## src/rtl/iterative_divider_if.sv

```systemverilog
// Operand/result bundle between the control unit (master) and the
// iterative divider (slave).
interface iterative_divider_if #(
  parameter int XLEN = 64
);
  logic            start;
  logic            flush;
  logic [1:0]      funct;
  logic [XLEN-1:0] rs1_data;
  logic [XLEN-1:0] rs2_data;
  logic [4:0]      rd_in;
  logic            busy;
  logic            done;
  logic [XLEN-1:0] result;
  logic [4:0]      rd_out;
  logic            reg_write;

  modport master (
    output start, flush, funct, rs1_data, rs2_data, rd_in,
    input  busy, done, result, rd_out, reg_write
  );

  modport slave (
    input  start, flush, funct, rs1_data, rs2_data, rd_in,
    output busy, done, result, rd_out, reg_write
  );
endinterface

```

## src/rtl/iterative_divider.sv

```systemverilog
// Restoring divider for RISC-V DIV/DIVU/REM/REMU, one quotient bit per cycle,
// with divide-by-zero and signed-overflow results resolved at accept time.
module iterative_divider #(
  parameter  int XLEN = 64,
  localparam int CNTW = $clog2(XLEN) + 1
) (
  input logic                 clk,
  input logic                 reset,
  iterative_divider_if.slave  bus
);

  typedef enum logic [1:0] {
    S_IDLE,
    S_CALC,
    S_FIX,
    S_DONE
  } state_t;

  localparam logic [XLEN-1:0] MOST_NEG = {1'b1, {(XLEN-1){1'b0}}};

  state_t          r_state;
  state_t          w_nextState;
  logic [CNTW-1:0] r_cnt;
  logic [XLEN-1:0] r_rem;
  logic [XLEN-1:0] r_quo;
  logic [XLEN-1:0] r_divisor;
  logic            r_negQ;
  logic            r_negR;
  logic            r_isRem;
  logic [4:0]      r_tag;
  logic [XLEN-1:0] r_result;
  logic [4:0]      r_rdOut;

  logic            w_signedOp;
  logic            w_aNeg;
  logic            w_bNeg;
  logic [XLEN-1:0] w_absA;
  logic [XLEN-1:0] w_absB;
  logic            w_divZero;
  logic            w_overflow;
  logic            w_special;
  logic [XLEN-1:0] w_specialResult;
  logic            w_accept;
  logic            w_busy;
  logic            w_done;
  logic [XLEN:0]   w_shifted;
  logic [XLEN:0]   w_trial;
  logic            w_trialOk;
  logic [XLEN-1:0] w_fixResult;

  assign w_signedOp = ~bus.funct[0];
  assign w_aNeg     = w_signedOp & bus.rs1_data[XLEN-1];
  assign w_bNeg     = w_signedOp & bus.rs2_data[XLEN-1];
  assign w_absA     = w_aNeg ? -bus.rs1_data : bus.rs1_data;
  assign w_absB     = w_bNeg ? -bus.rs2_data : bus.rs2_data;
  assign w_divZero  = (bus.rs2_data == '0);
  assign w_overflow = w_signedOp && (bus.rs1_data == MOST_NEG) && (bus.rs2_data == '1);
  assign w_special  = w_divZero | w_overflow;

  // Divide-by-zero wins over overflow; for REM both cases return what RISC-V mandates.
  assign w_specialResult = w_divZero ? (bus.funct[1] ? bus.rs1_data : '1)
                                     : (bus.funct[1] ? '0 : bus.rs1_data);

  assign w_accept = bus.start && !bus.flush && (r_state == S_IDLE || r_state == S_DONE);

  // The shifted partial remainder needs one extra bit; the trial's MSB is its sign.
  assign w_shifted = {r_rem, r_quo[XLEN-1]};
  assign w_trial   = w_shifted - {1'b0, r_divisor};
  assign w_trialOk = ~w_trial[XLEN];

  assign w_fixResult = r_isRem ? (r_negR ? -r_rem : r_rem)
                               : (r_negQ ? -r_quo : r_quo);

  always_ff @(posedge clk) begin
    if (!reset) r_state <= S_IDLE;
    else        r_state <= w_nextState;
  end

  always_comb begin
    w_nextState = r_state;
    w_busy      = 1'b0;
    w_done      = 1'b0;
    case (r_state)
      S_IDLE: begin
        if (w_accept) w_nextState = w_special ? S_DONE : S_CALC;
      end
      S_CALC: begin
        w_busy = 1'b1;
        if (bus.flush)                         w_nextState = S_IDLE;
        else if (r_cnt == CNTW'(XLEN - 1))     w_nextState = S_FIX;
      end
      S_FIX: begin
        w_busy      = 1'b1;
        w_nextState = bus.flush ? S_IDLE : S_DONE;
      end
      S_DONE: begin
        w_done = 1'b1;
        if (w_accept) w_nextState = w_special ? S_DONE : S_CALC;
        else          w_nextState = S_IDLE;
      end
      default: w_nextState = S_IDLE;
    endcase
  end

  // rd_out only moves on completion so a flushed operation leaves it untouched.
  always_ff @(posedge clk) begin
    if (!reset) begin
      r_cnt     <= '0;
      r_rem     <= '0;
      r_quo     <= '0;
      r_divisor <= '0;
      r_negQ    <= 1'b0;
      r_negR    <= 1'b0;
      r_isRem   <= 1'b0;
      r_tag     <= '0;
      r_result  <= '0;
      r_rdOut   <= '0;
    end else if (w_accept) begin
      r_cnt     <= '0;
      r_rem     <= '0;
      r_quo     <= w_absA;
      r_divisor <= w_absB;
      r_negQ    <= w_aNeg ^ w_bNeg;
      r_negR    <= w_aNeg;
      r_isRem   <= bus.funct[1];
      r_tag     <= bus.rd_in;
      if (w_special) begin
        r_result <= w_specialResult;
        r_rdOut  <= bus.rd_in;
      end
    end else if (r_state == S_CALC && !bus.flush) begin
      r_rem <= w_trialOk ? w_trial[XLEN-1:0] : w_shifted[XLEN-1:0];
      r_quo <= {r_quo[XLEN-2:0], w_trialOk};
      r_cnt <= r_cnt + 1'b1;
    end else if (r_state == S_FIX && !bus.flush) begin
      r_result <= w_fixResult;
      r_rdOut  <= r_tag;
    end
  end

  assign bus.busy      = w_busy;
  assign bus.done      = w_done;
  assign bus.result    = r_result;
  assign bus.rd_out    = r_rdOut;
  assign bus.reg_write = w_done && (r_rdOut != 5'd0);

endmodule

```

## src/flat_wrapper.sv

```systemverilog
// flat-port wrapper written by rule: the top's interface ports become plain ports
module iterative_divider_flat 
#(
  parameter  int XLEN = 64,
  localparam int CNTW = $clog2(XLEN) + 1
)
  (clk, reset, bus_start, bus_flush, bus_funct, bus_rs1_data, bus_rs2_data, bus_rd_in, bus_busy, bus_done, bus_result, bus_rd_out, bus_reg_write);
  iterative_divider_if #(.XLEN(XLEN)) bus_i ();
  input logic clk;
  input logic reset;
  input wire logic [$bits(bus_i.start)-1:0] bus_start;
  input wire logic [$bits(bus_i.flush)-1:0] bus_flush;
  input wire logic [$bits(bus_i.funct)-1:0] bus_funct;
  input wire logic [$bits(bus_i.rs1_data)-1:0] bus_rs1_data;
  input wire logic [$bits(bus_i.rs2_data)-1:0] bus_rs2_data;
  input wire logic [$bits(bus_i.rd_in)-1:0] bus_rd_in;
  output wire logic [$bits(bus_i.busy)-1:0] bus_busy;
  output wire logic [$bits(bus_i.done)-1:0] bus_done;
  output wire logic [$bits(bus_i.result)-1:0] bus_result;
  output wire logic [$bits(bus_i.rd_out)-1:0] bus_rd_out;
  output wire logic [$bits(bus_i.reg_write)-1:0] bus_reg_write;
  assign bus_i.start = bus_start;
  assign bus_i.flush = bus_flush;
  assign bus_i.funct = bus_funct;
  assign bus_i.rs1_data = bus_rs1_data;
  assign bus_i.rs2_data = bus_rs2_data;
  assign bus_i.rd_in = bus_rd_in;
  assign bus_busy = bus_i.busy;
  assign bus_done = bus_i.done;
  assign bus_result = bus_i.result;
  assign bus_rd_out = bus_i.rd_out;
  assign bus_reg_write = bus_i.reg_write;
  iterative_divider #(.XLEN(XLEN)) u_core (.clk(clk), .reset(reset), .bus(bus_i));
endmodule
```

## config.mk

```make
export PLATFORM = sky130hd
export DESIGN_NAME = iterative_divider_flat
export DESIGN_NICKNAME = d
export VERILOG_FILES = /design/src/rtl/iterative_divider_if.sv /design/src/rtl/iterative_divider.sv /design/src/flat_wrapper.sv
export SDC_FILE = /design/constraint.sdc
export NUM_CORES = 1
export LEC_CHECK = 0
export ABC_AREA = 1
export BUFFER_PORTS_ARGS = -buffer_cell sky130_fd_sc_hd__buf_2
export CAP_MARGIN = 20
export CELL_PAD_IN_SITES_DETAIL_PLACEMENT = 0
export CELL_PAD_IN_SITES_GLOBAL_PLACEMENT = 2
export CORE_UTILIZATION = 32
export DETAILED_ROUTE_END_ITERATION = 7
export PLACE_DENSITY = 0.9
export SLEW_MARGIN = 20
export SYNTH_ARGS = -nofsm -noshare
export SYNTH_HDL_FRONTEND = slang
export SYNTH_SLANG_ARGS = --single-unit
```

## constraint.sdc

```tcl
create_clock -name clk -period 2.78 [get_ports clk]
set_input_delay 0 -clock clk [delete_from_list [all_inputs] [get_ports clk]]
set_output_delay 0 -clock clk [all_outputs]
set_load 0.02 [all_outputs]
```

# Word-level counts from Yosys, hierarchy flattened
# Index checks and enable logic that the tools add are counted.
# totals
register_bits	278
latchBits	0
ramBits	0
mem_bits_ro	0
input_bits	139
out_inout_bits	72
wordCells	80
n_memories	0
# classes
addsub	6
multipliers	0
n_div	0
magnitude_cmp	0
n_eq_ne	10
n_shift	0
mux	28
n_bitwise	7
n_reduce_logical	18
# ops
op	n
$mux W64	15
$neg A64 Y64	4
$eq A64 B64 Y1 const B	2
$sub A65 B64 Y65	1
$logic_not A64 Y1	1
$mux W5	4
$mux W2	6
$pmux W2 S4	1
$add A7 B1 Y7 const B	1
$eq A7 B6 Y1 const B	1
$logic_and A1 B1 Y1	7
$ne A2 B1 Y1 const B	3
$reduce_bool A5 Y1	1
$eq A2 B2 Y1 const B	2
$reduce_bool A2 Y1	2
$reduce_or A2 Y1	2
$ne A3 B2 Y1 const B	1
$not A1 Y1	3
$reduce_and A3 Y1	1
$and A1 B1 Y1	2
$eq A2 B1 Y1 const B	1
$logic_not A2 Y1	1
$mux W1	2
$reduce_and A2 Y1	1
4 further kinds	4

# Depth between registers and ports, before layout
# depth
depth_word	7
depth_mapped	21
mapped_depth_nobuf	20

# Worst setup path before layout
# Ideal clock, no wire load.
# synth_timing
kind	register to register
startpoint	register u_core.r_quo[63]
endpoint	register u_core.r_rem[28]
setup_time_ps	132
arrival_time_ps	2353
path_slack_ps	295
stages_incl_launch_ff	22
n_path_buf	2
synth_period_minus_slack_ps	2485
path_cell_list	dfxtp_1 -> inv_1 -> ha_1 -> fa_1 -> inv_1 -> nand2_1 -> nand2_1 -> nand3_1 -> nand2_1 -> nand2_1 -> nand2_1 -> nand2_1 -> nand2_1 -> nand2_1 -> nand2_1 -> nand2_1 -> nand2_1 -> buf_4 -> buf_2 -> nand2_1 -> nand3_1 -> a21oi_1
# synth_via
elab_chain_len	2
# synth_rtl
item	line	source
start: declaration	iterative_divider.sv:25	logic [XLEN-1:0] r_quo;
start signal: assignment	iterative_divider.sv:121	r_quo <= w_absA;
start signal: assignment	iterative_divider.sv:133	r_quo <= {r_quo[XLEN-2:0], w_trialOk};
$sub A65 B64 Y65	iterative_divider.sv:68	assign w_trial = w_shifted - {1'b0, r_divisor};
$mux W64	iterative_divider.sv:132	r_rem <= w_trialOk ? w_trial[XLEN-1:0] : w_shifted[XLEN-1:0];
end signal: assignment	iterative_divider.sv:132	
end: declaration	iterative_divider.sv:24	logic [XLEN-1:0] r_rem;
# Every way passes these cells.
# A chain may end at the register's enable or synchronous reset.

# Final worst setup path
# layout_timing
startpoint	register u_core.r_divisor[60]
endpoint	register u_core.r_rem[17]
# layout_via
elab_chain_len	2
# layout_rtl
item	line	source
start: declaration	iterative_divider.sv:26	logic [XLEN-1:0] r_divisor;
start signal: assignment	iterative_divider.sv:122	r_divisor <= w_absB;
$sub A65 B64 Y65	iterative_divider.sv:68	
$mux W64	iterative_divider.sv:132	
# Every way passes these cells.

==> impl_metrics.tcl <==
set metrics [dict create \
    run_status "complete, no violations" \
    drc 0 \
    setup_slack_ps 40.56 \
    grt_max_degree 123 \
    die-area_um2 87390 \
    placement_stage_worst_setup_slack_ps 22.89 \
    antenna_cells 0 \
    avgRoutedWirePerCell_um 20.32 \
    synth.avg_cell_area_um2 5.364 \
    buffers_on_ports 210 \
    rr_endpoint "u_core.r_rem[17]$_SDFFE_PP0P_" \
    worstMarginPinSlew_ps 908.8 \
    power-per-cell-area_nw_per_um2 868.9 \
    worst_setup_hold_path_clk_slew_ps 60 \
    numCtsBuffers 39 \
    fmax_mhz 365.0 \
    grt_pass1_wl_um 199900 \
    portion_of_the_post_synthesis_area_used_by_sequential_elements_pct 20.17 \
    placed_cell_area_um2 31400 \
    finalNetCount 5830 \
    synth-main-ff-cell "sky130_fd_sc_hd__dfxtp_1" \
    final-max-slew-violation-count 0 \
    die_y_um 295.6 \
    finalWirelength_um 137900 \
    drt_iter0_markers 3479 \
    p_leak_nw 17.97 \
    rrSetupSlack_ps 40 \
    timing_hold_violations_final 0 \
    firstDrtPassIters 7 \
    critPathKind "register to register" \
    synthDistinctLibCells 51 \
    final_common_cell "sky130_fd_sc_hd__nand2_1" \
    antenna_found_initial 3 \
    top_level_ports 211 \
    tritoncts "done" \
    grt_overflow 0 \
    maxCapViolCount 0 \
    worst-path-max-fanout 5 \
    postSynthRegisterBits 278 \
    cp_slowest_stage_delay_ps 370 \
    slowest_stage "sky130_fd_sc_hd__ha_1" \
    hold_path_depth 4 \
    hold_endpoint "u_core.r_divisor[48]$_SDFFE_PN0P_" \
    power.ir.vdd_worst_uv 706.5 \
    areaGrowthSynthToFinish_pct 27.34 \
    timing.hold.ws_ps 17.67 \
    vias_in_the_first_global_route 32240 \
    layout.cells.most_common_list "sky130_fd_sc_hd__nand2_1, sky130_fd_sc_hd__inv_1, sky130_fd_sc_hd__nor2_1" \
    async_flop_share_pct 0 \
    total_standard_cell_area_after_synthesis_um2 27590 \
    drt.antenna.violating_nets 0 \
    row_count 107 \
    coreArea_um2 85280 \
    setup_violations 0 \
    initial_core_util_pct 32.35 \
    detail_route.vias_per_cell 5.201 \
    cts-root-buf "sky130_fd_sc_hd__clkbuf_16" \
    hpwlAfterDp_um 110200 \
    crit_buf_inv 4 \
    final_min_period_over_clock_period_pct 98.54 \
    floorplan.die.width_um 295.6 \
    cts_max_level 2 \
    rsz0062_at_grt "yes" \
    global_route.usage.total_pct 30.23 \
    cts_sinks 278 \
    skew_pair_late_insertion_delay_ps 600 \
    post_synthesis_cell_count 5143 \
    reg2reg_depth 17 \
    synth_nets 5358 \
    source_of_the_worst_register_to_register_timing_path "u_core.r_divisor[60]$_SDFFE_PN0P_" \
    hp-start "bus_rs2_data[48]" \
    timing.critical_path.cells "inv_1 -> ha_1 -> nand2_4 -> inv_4 -> nand3_4 -> nor2_1 -> nor2_1 -> nand2_2 -> a21oi_4 -> nand2_4 -> nand2_4 -> nand2_8 -> buf_12 -> clkbuf_16 -> nand2_1 -> nand3_1 -> a21oi_1" \
    worst_path_dominant_cell_family "simple AND/OR/NAND/NOR gates" \
    synth-edff-count 0 \
    worstPathRequired_ps 3290 \
    gp_congestion 0.9790 \
    holdCritPathClass "input port to register" \
    critical_path.startpoint_type "register" \
    timing.slew.headroom_pct 39.41 \
    route.vias.total 35300 \
    largest_buffer_count_on_any_clock_path 3 \
    ys_warn_count 0 \
    endpoint_kind "register" \
    postLayoutCellArea_um2 35130 \
    fin_skew_ps 64.46 \
    nFillCells 9603 \
    most_used_cell_cp "sky130_fd_sc_hd__nand2_4" \
    final_worst_path_period_need_ps 2739 \
    share_of_post_route_cells_with_drive_strength_above_1_pct 13.13 \
    cp_data_arrival_time_ps 3250 \
]
where the power goes:
part / switching [mW] / leakage, nW / internal, mW / total [mW]
Clock: 2.23 / 0.677 / 3.37 / 5.61
Combinational: 13.5 / 15.0 / 6.45 / 20.0
Sequential: 0.364 / 2.26 / 4.56 / 4.93
Total: 16.1 / 18.0 / 14.4 / 30.5
how the worst max path moves through the flow:
stage                     slack [ps]                             to  cells past startpoint                              start
after detailed placement          20   u_core.r_quo[0]$_SDFFE_PN0P_                     15  u_core.r_divisor[36]$_SDFFE_PN0P_
after global routing             -60  u_core.r_rem[17]$_SDFFE_PP0P_                     15  u_core.r_divisor[63]$_SDFFE_PN0P_
after floorplan                  300  u_core.r_rem[28]$_SDFFE_PP0P_                     21      u_core.r_quo[63]$_SDFFE_PN0P_
after global placement            40  u_core.r_rem[59]$_SDFFE_PP0P_                     17      u_core.r_rem[19]$_SDFFE_PP0P_
final                             40  u_core.r_rem[17]$_SDFFE_PP0P_                     17  u_core.r_divisor[60]$_SDFFE_PN0P_
after CTS                         10  u_core.r_rem[26]$_SDFFE_PP0P_                     15  u_core.r_divisor[61]$_SDFFE_PN0P_
worst min-delay path, cell delays in order:
cell and delay (ps):
sky130_fd_sc_hd__buf_2 130, sky130_fd_sc_hd__inv_1 120, sky130_fd_sc_hd__o21ai_0 210, sky130_fd_sc_hd__o21ai_0 110
what timing repair did:
| action | in CTS | in global routing |
|---|---|---|
| cloned | 1 | 10 |
| hold buffers | 142 | 0 |
| endpoints found under the hold margin | 199 | 0 |
| resized for setup | 23 | 120 |
| pin swaps | 2 | 13 |
| buffers inserted | 1 | 6 |
| setup endpoints to repair | 31 | 98 |
kinds of logic (layout without fill, tap and decap cells):
kind of cell	Yosys count	count (layout)	share of synthesized area, %
compound gates	863	863	17.11
xor+xnor	46	46	1.460
fa+ha+maj	76	76	3.474
buf+inv	1006	1506	13.97
simple gates	2874	2874	43.81
flops	278	278	20.17
per-stage QoR:
| stage | utilization (%) | power (mW) | setup TNS [ps] | cells |
|---|---|---|---|---|
| 5_1_grt | 41.19 | 32.56 | -816.8 | 6787 |
| 2_1_floorplan | - | 15.79 | 0 | 5143 |
| 4_1_cts | 40.35 | 29.21 | 0 | 6771 |
| 6_report | 41.19 | 30.52 | 0 | 6787 |
| 3_5_place_dp | 36.82 | 23.18 | 0 | 6558 |
| 3_3_place_gp | 36.82 | 23.25 | 0 | 6558 |
Yosys cell counts (56+ instances only):
cell	count	area (um^2)
sky130_fd_sc_hd__o22ai_1	85	531.8
sky130_fd_sc_hd__inv_1	806	3025
sky130_fd_sc_hd__nand2_1	1592	5976
sky130_fd_sc_hd__clkbuf_1	125	469.2
sky130_fd_sc_hd__dfxtp_1	278	5565
sky130_fd_sc_hd__o21ai_0	384	1922
sky130_fd_sc_hd__ha_1	75	938.4
sky130_fd_sc_hd__nand4_1	129	807.0
sky130_fd_sc_hd__nor3_1	85	425.4
sky130_fd_sc_hd__o211ai_1	56	420.4
sky130_fd_sc_hd__a21oi_1	284	1421
sky130_fd_sc_hd__nand3_1	358	1792
sky130_fd_sc_hd__nor2_1	596	2237
area by class of cell:
| cell class | instances | area (um^2) | share of cell area (%) |
|---|---|---|---|
| repair buffers | 616 | 4863 | 13.84 |
| multi-input cells | 3859 | 18760 | 53.40 |
| clock inverters | 20 | 306.5 | 0.8726 |
| inverters | 821 | 3094 | 8.808 |
| flip-flops and latches | 278 | 5579 | 15.88 |
| well taps | 1144 | 1431 | 4.074 |
| clock buffers | 49 | 1095 | 3.116 |
routing by layer:
metal	GRT usage (%)	vias up	part of all wire, %
li1	-	17480	-
met1	42.67	16490	46
met2	48.16	1151	45
met3	2.721	176	6.2
met4	9.617	0	3.4
met5	0	-	0
flip-flops by register name, indices dropped and copies added (netlist names):
name,count
u_core.bus.rd_out,5
u_core.bus.result,64
u_core.r_cnt,7
u_core.r_divisor,64
u_core.r_isRem,1
u_core.r_negQ,1
u_core.r_negR,1
u_core.r_quo,64
u_core.r_rem,64
u_core.r_state,2
u_core.r_tag,5
Power figures use the tool's default switching activity.
